<file path="src/rtl/ps2_host_cmd_ctrl.sv">
// PS/2 host-to-device command sequencer: sends a command byte (+ optional argument) and waits for the 0xFA ack.
// Optional resend handling on 0xFE is enabled by defining PS2_RESEND_RETRY_EN.
module ps2_host_cmd_ctrl #(
  parameter int CLK_HZ     = 50000000,
  parameter int INHIBIT_US = 100,
  parameter int TIMEOUT_MS = 15,
  parameter int RETRIES    = 2
) (
  input  logic       clk,
  input  logic       rst,
  input  logic       ps2_clk_in,
  input  logic       ps2_data_in,
  output logic       ps2_clk_oe,
  output logic       ps2_data_oe,
  input  logic       cmd_valid,
  output logic       cmd_ready,
  input  logic [7:0] cmd_byte,
  input  logic       cmd_has_arg,
  input  logic [7:0] cmd_arg,
  input  logic       rx_valid,
  input  logic [7:0] rx_byte,
  output logic       rx_gate,
  output logic       busy,
  output logic       done,
  output logic       error,
  output logic [2:0] err_code
);

  localparam longint INH_L   = (longint'(INHIBIT_US) * longint'(CLK_HZ)) / 1000000;
  localparam longint TO_L    = (longint'(TIMEOUT_MS) * longint'(CLK_HZ)) / 1000;
  localparam int     INH_CYC = (INH_L < 1) ? 1 : int'(INH_L);
  localparam int     TO_CYC  = (TO_L < 1) ? 1 : int'(TO_L);
  localparam int     TMR_MAX = (INH_CYC > TO_CYC) ? INH_CYC : TO_CYC;
  localparam int     TW      = $clog2(TMR_MAX + 1);
  localparam logic [TW-1:0] INH_LOAD = TW'(INH_CYC - 1);
  localparam logic [TW-1:0] TO_LOAD  = TW'(TO_CYC - 1);

  localparam logic [2:0] S_IDLE      = 3'd0;
  localparam logic [2:0] S_INHIBIT   = 3'd1;
  localparam logic [2:0] S_RTS       = 3'd2;
  localparam logic [2:0] S_TX        = 3'd3;
  localparam logic [2:0] S_ACKBIT    = 3'd4;
  localparam logic [2:0] S_WAIT_RESP = 3'd5;
  localparam logic [2:0] S_DONE      = 3'd6;
  localparam logic [2:0] S_ERROR     = 3'd7;

  localparam logic [2:0] ERR_TIMEOUT = 3'd1;
  localparam logic [2:0] ERR_RESEND  = 3'd2;
  localparam logic [2:0] ERR_NOACK   = 3'd3;
  localparam logic [2:0] ERR_UNEXP   = 3'd4;

  logic [2:0]    state_q, state_d;
  logic [TW-1:0] tmr_q, tmr_d;
  logic [9:0]    sh_q, sh_d;
  logic [3:0]    bit_cnt_q, bit_cnt_d;
  logic [7:0]    cmd_q, cmd_d, arg_q, arg_d;
  logic          has_arg_q, has_arg_d;
  logic          arg_phase_q, arg_phase_d;
  logic          data_oe_q, data_oe_d;
  logic [2:0]    err_code_q, err_code_d;
  logic [2:0]    clk_sync_q, clk_sync_d;
  logic [1:0]    data_sync_q, data_sync_d;
  logic          ps2_fall, ps2_data_s, tmo;

`ifdef PS2_RESEND_RETRY_EN
  localparam int RW = (RETRIES < 1) ? 1 : $clog2(RETRIES + 1);
  logic [RW-1:0] retry_q, retry_d;
`endif

  function automatic logic [9:0] frame_of(input logic [7:0] b);
    return {1'b1, ~^b, b};
  endfunction

  // [0],[1] synchronize, [2] is the previous synced sample for edge detect
  always_comb begin
    clk_sync_d  = {clk_sync_q[1:0], ps2_clk_in};
    data_sync_d = {data_sync_q[0], ps2_data_in};
  end

  assign ps2_fall   = clk_sync_q[2] & ~clk_sync_q[1];
  assign ps2_data_s = data_sync_q[1];
  assign tmo        = (tmr_q == '0);

  always_comb begin
    state_d     = state_q;
    sh_d        = sh_q;
    bit_cnt_d   = bit_cnt_q;
    cmd_d       = cmd_q;
    arg_d       = arg_q;
    has_arg_d   = has_arg_q;
    arg_phase_d = arg_phase_q;
    data_oe_d   = data_oe_q;
    err_code_d  = err_code_q;
`ifdef PS2_RESEND_RETRY_EN
    retry_d     = retry_q;
`endif
    case (state_q)
      S_IDLE: begin
        if (cmd_valid) begin
          cmd_d       = cmd_byte;
          arg_d       = cmd_arg;
          has_arg_d   = cmd_has_arg;
          arg_phase_d = 1'b0;
          err_code_d  = 3'd0;
          sh_d        = frame_of(cmd_byte);
`ifdef PS2_RESEND_RETRY_EN
          retry_d     = '0;
`endif
          state_d     = S_INHIBIT;
        end
      end
      S_INHIBIT: begin
        if (tmo) begin
          data_oe_d = 1'b1;
          state_d   = S_RTS;
        end
      end
      S_RTS: state_d = S_TX;
      S_TX: begin
        if (ps2_fall) begin
          data_oe_d = ~sh_q[0];
          sh_d      = {1'b0, sh_q[9:1]};
          bit_cnt_d = bit_cnt_q + 4'd1;
          if (bit_cnt_q == 4'd9) state_d = S_ACKBIT;
        end else if (tmo) begin
          err_code_d = ERR_TIMEOUT;
          state_d    = S_ERROR;
        end
      end
      S_ACKBIT: begin
        if (ps2_fall) begin
          if (!ps2_data_s) begin
            state_d = S_WAIT_RESP;
          end else begin
            err_code_d = ERR_NOACK;
            state_d    = S_ERROR;
          end
        end else if (tmo) begin
          err_code_d = ERR_TIMEOUT;
          state_d    = S_ERROR;
        end
      end
      S_WAIT_RESP: begin
        if (rx_valid) begin
          if (rx_byte == 8'hFA) begin
            if (has_arg_q && !arg_phase_q) begin
              arg_phase_d = 1'b1;
              sh_d        = frame_of(arg_q);
`ifdef PS2_RESEND_RETRY_EN
              retry_d     = '0;
`endif
              state_d     = S_INHIBIT;
            end else begin
              state_d = S_DONE;
            end
          end else if (rx_byte == 8'hFE) begin
`ifdef PS2_RESEND_RETRY_EN
            if (retry_q == RW'(RETRIES)) begin
              err_code_d = ERR_RESEND;
              state_d    = S_ERROR;
            end else begin
              retry_d = retry_q + 1'b1;
              sh_d    = frame_of(arg_phase_q ? arg_q : cmd_q);
              state_d = S_INHIBIT;
            end
`else
            err_code_d = ERR_RESEND;
            state_d    = S_ERROR;
`endif
          end else begin
            err_code_d = ERR_UNEXP;
            state_d    = S_ERROR;
          end
        end else if (tmo) begin
          err_code_d = ERR_TIMEOUT;
          state_d    = S_ERROR;
        end
      end
      S_DONE:  state_d = S_IDLE;
      S_ERROR: state_d = S_IDLE;
      default: state_d = S_IDLE;
    endcase

    if (state_d != S_RTS && state_d != S_TX) data_oe_d = 1'b0;
    if (state_d == S_INHIBIT) bit_cnt_d = '0;

    // One down-counter serves both the inhibit interval and the event timeout
    if (state_d != state_q)
      tmr_d = (state_d == S_INHIBIT) ? INH_LOAD : TO_LOAD;
    else if (ps2_fall && state_q != S_INHIBIT && state_q != S_IDLE)
      tmr_d = TO_LOAD;
    else if (!tmo)
      tmr_d = tmr_q - 1'b1;
    else
      tmr_d = tmr_q;
  end

  always_ff @(posedge clk or posedge rst) begin
    if (rst) begin
      state_q     <= S_IDLE;
      tmr_q       <= '0;
      sh_q        <= '0;
      bit_cnt_q   <= '0;
      cmd_q       <= '0;
      arg_q       <= '0;
      has_arg_q   <= 1'b0;
      arg_phase_q <= 1'b0;
      data_oe_q   <= 1'b0;
      err_code_q  <= 3'd0;
      clk_sync_q  <= 3'b111;
      data_sync_q <= 2'b11;
`ifdef PS2_RESEND_RETRY_EN
      retry_q     <= '0;
`endif
    end else begin
      state_q     <= state_d;
      tmr_q       <= tmr_d;
      sh_q        <= sh_d;
      bit_cnt_q   <= bit_cnt_d;
      cmd_q       <= cmd_d;
      arg_q       <= arg_d;
      has_arg_q   <= has_arg_d;
      arg_phase_q <= arg_phase_d;
      data_oe_q   <= data_oe_d;
      err_code_q  <= err_code_d;
      clk_sync_q  <= clk_sync_d;
      data_sync_q <= data_sync_d;
`ifdef PS2_RESEND_RETRY_EN
      retry_q     <= retry_d;
`endif
    end
  end

  assign ps2_clk_oe  = (state_q == S_INHIBIT) || (state_q == S_RTS);
  assign ps2_data_oe = data_oe_q;
  assign rx_gate     = (state_q == S_INHIBIT) || (state_q == S_RTS) ||
                       (state_q == S_TX) || (state_q == S_ACKBIT);
  assign busy        = (state_q != S_IDLE);
  assign cmd_ready   = (state_q == S_IDLE);
  assign done        = (state_q == S_DONE);
  assign error       = (state_q == S_ERROR);
  assign err_code    = err_code_q;

endmodule

</file>
<file path="config.mk">
export PLATFORM = sky130hd
export DESIGN_NAME = ps2_host_cmd_ctrl
export DESIGN_NICKNAME = d
export VERILOG_FILES = /design/src/rtl/ps2_host_cmd_ctrl.sv
export SDC_FILE = /design/constraint.sdc
export NUM_CORES = 1
export LEC_CHECK = 0
export CORE_MARGIN = 2
export CORE_UTILIZATION = 55
export DETAILED_ROUTE_END_ITERATION = 7
export PLACE_DENSITY = 0.79
export SLEW_MARGIN = 20
export SYNTH_ARGS = -nofsm -noshare
export SYNTH_HDL_FRONTEND = slang
export SYNTH_SLANG_ARGS = --single-unit
</file>
<file path="constraint.sdc">
create_clock -name clk -period 7.1 [get_ports clk]
set_input_delay 1.065 -clock clk [delete_from_list [all_inputs] [get_ports clk]]
set_output_delay 1.065 -clock clk [all_outputs]
set_load 0.02 [all_outputs]
</file>
# Yosys cells after proc, flatten, opt, wreduce, memory -nomap -nowiden
# Index checks and enable logic that the tools add are counted.
# totals
ff_bits	56
output_inout_bits	10
# op_classes
n_addsub	2
n_eq_ne	26
muxes	42
n_bitwise	3
n_reduce_logical	26
# op_table
cell	n
two-way mux 20 bit	4
two-way mux 3 bit	17
two-way mux 10 bit	5
one-hot mux 10 bit (3 select lines)	1
one-hot mux 3 bit (7 select lines)	1
logical NOT 20 bit	1
subtractor 20 x 1 -> 20 bit, second input constant	1
== test 8 bit, second input constant	2
XNOR reduction 8 bit	2
== test 3 bit, second input constant	4
two-way mux 4 bit	3
!= test 2 bit, second input constant	6
!= test 3 bit, second input constant	4
one-hot mux 3 bit (4 select lines)	1
AND reduction 5 bit	2
nonzero test 3 bit	3
two-way mux 1 bit	7
== test 3 x 1 -> 1 bit, second input constant	2
== test 3 x 2 -> 1 bit, second input constant	2
!= test 3 x 1 -> 1 bit, second input constant	2
!= test 3 x 2 -> 1 bit, second input constant	2
AND reduction 6 bit	1
nonzero test 2 bit	3
adder 4 x 1 -> 4 bit, second input constant	1
other kinds (14)	22

# Depth between registers and ports, before layout
# logic_depth
ltp_word	10
depth_mapped	9
ltp_nobuf	8

# Worst setup path after synthesis
# Ideal clock, no wire load.
# synth_path
path_type	input port to flip-flop
from	input rx_valid
to	register tmr_q[2]
setup_ns	0.140
arrival_time_ns	2.941
setup_slack_ns	4.020
path_stages	7
path_buffers	1
path_cell_list	nand4_1 or4_1 and3_1 o311a_1 nor3_4 buf_2 o21ai_0
# synth_between
elab_chain_cells	4
# synth_rtl
item	line	source
from (decl)	20	input logic rx_valid,
two-way mux 3 bit *	144	if (rx_valid) begin
one-hot mux 3 bit (7 select lines) *	97	case (state_q)
!= test 3 bit *	188	if (state_d != state_q)
!= test 3 x 1 -> 1 bit (no source line) / two-way mux 20 bit (equally long branches)	n/a	
to (signal assigned)	217	tmr_q <= tmr_d;
to (decl)	53	logic [TW-1:0] tmr_q, tmr_d;
# Every way passes the cells marked *; elsewhere a longest branch is shown, timed or not.
# A chain may end at the register's enable or synchronous reset.

# Worst setup path after layout
# Ends and elaborated chain as after synthesis.

==> reports/metrics.cfg <==
[worst_setup_path]
startpoint = rx_valid
critPathMaxFanout = 19
r2r_cells = 6
r2r-start = state_q[0]$_DFF_PP0_
critPathRequiredTime_ps = 7240
reg2reg_slack_ps = 3860
crit_arrival_ps = 3880
crit_type = input pin to register
critPathCaptureType = register
r2r-end = tmr_q[9]$_DFFE_PP0P_
endpoint = tmr_q[2]$_DFFE_PP0P_
start_kind = input pin

[synthesis]
synth_area_leaders = dfrtp_1, xnor2_1, mux2_2, nand2_1, dfstp_2
syn-cell-area_um2 = 3260
async_flop_share = 1.00
synth_top_area_frac = 0.392
ys.flop_type = dfrtp_1
yosys.area.top_type = dfrtp_1
yosys-top-cells-count = dfrtp_1, nand2_1, nor2_1, xnor2_1, mux2_2
yosysMostFrequentCell = dfrtp_1
synth_seq_cells = 56
syn_avg_cell_area_um2 = 9.56
yosys_warnings = 0
ys_types = 56
synthCells = 341
yosysSeqAreaShare = 0.432
synth_nets = 375
synth_edf_count = 0

[clock_network]
postCtsSetupBuffers = 0
ctsResizeCount = 0
root_buffer = clkbuf_8
cts_buffers = 5
clk_pin_slew_ps = 90
clock_path_buffers = 2
clock_sinks = 56
cts_tree = yes
htree_levels = 2
clock_latency_ps = 300
hold_buffers = 0

[final_layout]
nNetsFinal = 413
antenna_cells = 0
seq_area_um2 = 1410
fillCellCount = 494
multiInputGateArea_um2 = 1760
fin_cells = 455
layout-area-overhead-vs-synth_pct = 16.9
drive_gt1_frac = 0.105

[global_route]
grt_pass1_vias = 2520
grt_antenna_before_repair = 0
overflow = 0
grt_pass1_wl_mm = 12.1
grt_usage = 0.235
grt_start_max_net_pins = 57

[drt]
wire_per_inst_um = 16.0
wl_mm = 7.30
via_per_inst = 6.06
dr.pass1.iters = 5
vias = 2759
detailedRoute.firstIterationViolations = 327
drtAntennaViolNets = 0
drc = 0

[sta]
setup_tns_ps = 0
max_slew.worst_pin.slew_ps = 956
finalWorstSetupSlack_ps = 3360
relSlewSlack = 0.360
fmax_mhz = 267
skew_ps = 8.58
rsz0062_at_grt = false
timing.final.hold_violations = 0
fin_crit_sh = 0.527
slew_viol_final = 0
period_minus_slack_ps = 3740
finalSetupViolCount = 0

[floorplan]
start_util = 0.560
num_rows = 28
coreArea_um2 = 5820
fp.dieH_um = 81.0
die_w_um = 81.0
die-area_um2 = 6560
io_pins = 41

[min_path]
min_path_type = register to register

[placed_design]
dp_slack_ps = 3060
place_congestion = 0.930
placedCellCount = 447
hpwl_mm = 5.29
port_buffers = 40

[pwr]
powerDensity_nw_per_um2 = 283
switching_share = 0.357
seqPwrFrac = 0.472
vdd_ir_drop_max_v = 0.000171
combPwrFrac = 0.363
leakage_uw = 0.00154
p_sw_uw = 385
clkPwrFrac = 0.165
intPower_uw = 694

[status]
status = finished clean

[run]
cap_violations = 0

[cell families (layout without fill, tap and decap cells)]
group / after synthesis / count (layout) / synth area share
muxes: 19 / 19 / 0.0653
and+or+nand+nor: 136 / 136 / 0.222
AOI/OAI and AO/OA: 72 / 72 / 0.157
adders and majority gates: 3 / 3 / 0.0115
xor gates and xnor gates: 31 / 31 / 0.0833
DFF: 56 / 56 / 0.432
buffers and inverters: 24 / 63 / 0.0296
[metal layers]
metal / up-vias / wire length [um] / global-route usage
li1: 1308 / - / -
met1: 1335 / 3410 / 0.366
met2: 108 / 3340 / 0.343
met4: 0 / 55 / 0.0475
met3: 8 / 498 / 0.0433
met5: - / 0 / 0
[critical path, stage by stage]
cell	delay [ps]
clkdlybuf4s50_1	530
nand4_1	260
or4_1	600
and3_1	240
o311a_1	380
nor3_4	600
o21ai_0	200
[how the worst min path moves through the flow]
stage,from,end,slack [ps],depth (start not counted)
final,clk_sync_q[0]$_DFF_PP1_,clk_sync_q[1]$_DFF_PP1_,360,0
after global routing,clk_sync_q[0]$_DFF_PP1_,clk_sync_q[1]$_DFF_PP1_,370,0
after CTS,clk_sync_q[0]$_DFF_PP1_,clk_sync_q[1]$_DFF_PP1_,360,0
after detailed placement,clk_sync_q[0]$_DFF_PP1_,clk_sync_q[1]$_DFF_PP1_,350,0
after global placement,data_sync_q[0]$_DFF_PP1_,data_sync_q[1]$_DFF_PP1_,350,0
after floorplan,clk_sync_q[0]$_DFF_PP1_,clk_sync_q[1]$_DFF_PP1_,350,0
[layout make-up]
type | instances | area share
clock buffer | 8 | 0.0236
sequential | 56 | 0.369
timing repair buffer | 42 | 0.109
inverter | 13 | 0.0128
multi-input combinational | 261 | 0.461
tap | 75 | 0.0246
[flip-flops by register name, indices dropped and copies added (netlist names)]
signal,cells
arg_phase_q,1
arg_q,8
bit_cnt_q,4
clk_sync_q,3
data_sync_q,2
err_code,3
has_arg_q,1
ps2_data_oe,1
sh_q,10
state_q,3
tmr_q,20
[layout by cell type, fill, tap and decap left out, drive strengths merged, types with 2 or more instances in the layout]
cell type | netlist | layout
nand2 | 38 | 38
nand2b | 6 | 6
a221oi | 2 | 2
nor2b | 5 | 5
nand4 | 4 | 4
dfrtp | 51 | 51
a21oi | 14 | 14
a22oi | 11 | 11
nor4 | 8 | 8
o31ai | 3 | 3
o21ai | 15 | 15
a31oi | 3 | 3
ha | 3 | 3
a21boi | 3 | 3
or3 | 3 | 3
a211oi | 4 | 4
clkbuf | 8 | 8
clkdlybuf4s50 | 0 | 40
dfstp | 5 | 5
and2 | 4 | 4
nand4b | 4 | 4
o211ai | 3 | 3
and3 | 4 | 4
nand3b | 2 | 2
xor2 | 7 | 7
nor4b | 3 | 3
inv | 12 | 12
nand3 | 7 | 7
xnor2 | 24 | 24
or4 | 6 | 6
mux2 | 18 | 18
nor3 | 8 | 8
nor2 | 31 | 31
a32oi | 2 | 2
or3b | 2 | 2
buf | 3 | 2
[metrics by stage]
stage	power [uW]	hold slack, ps	util	area, um2
3_5_place_dp	901	351	0.640	3720
5_1_grt	1150	367	0.655	3810
6_report	1080	362	0.655	3810
4_1_cts	1080	364	0.655	3810
3_3_place_gp	885	347	0.640	3720
2_1_floorplan	793	345	-	3260
[power by group through the flow]
stage,clock (uW),sequential (uW),combinational (uW)
final,178,509,392
after floorplan,0,491,302
after global placement,0,509,376
after CTS,180,507,390
after detailed placement,0,514,387
after global routing,194,523,433
(Power assumes the default switching activity.)
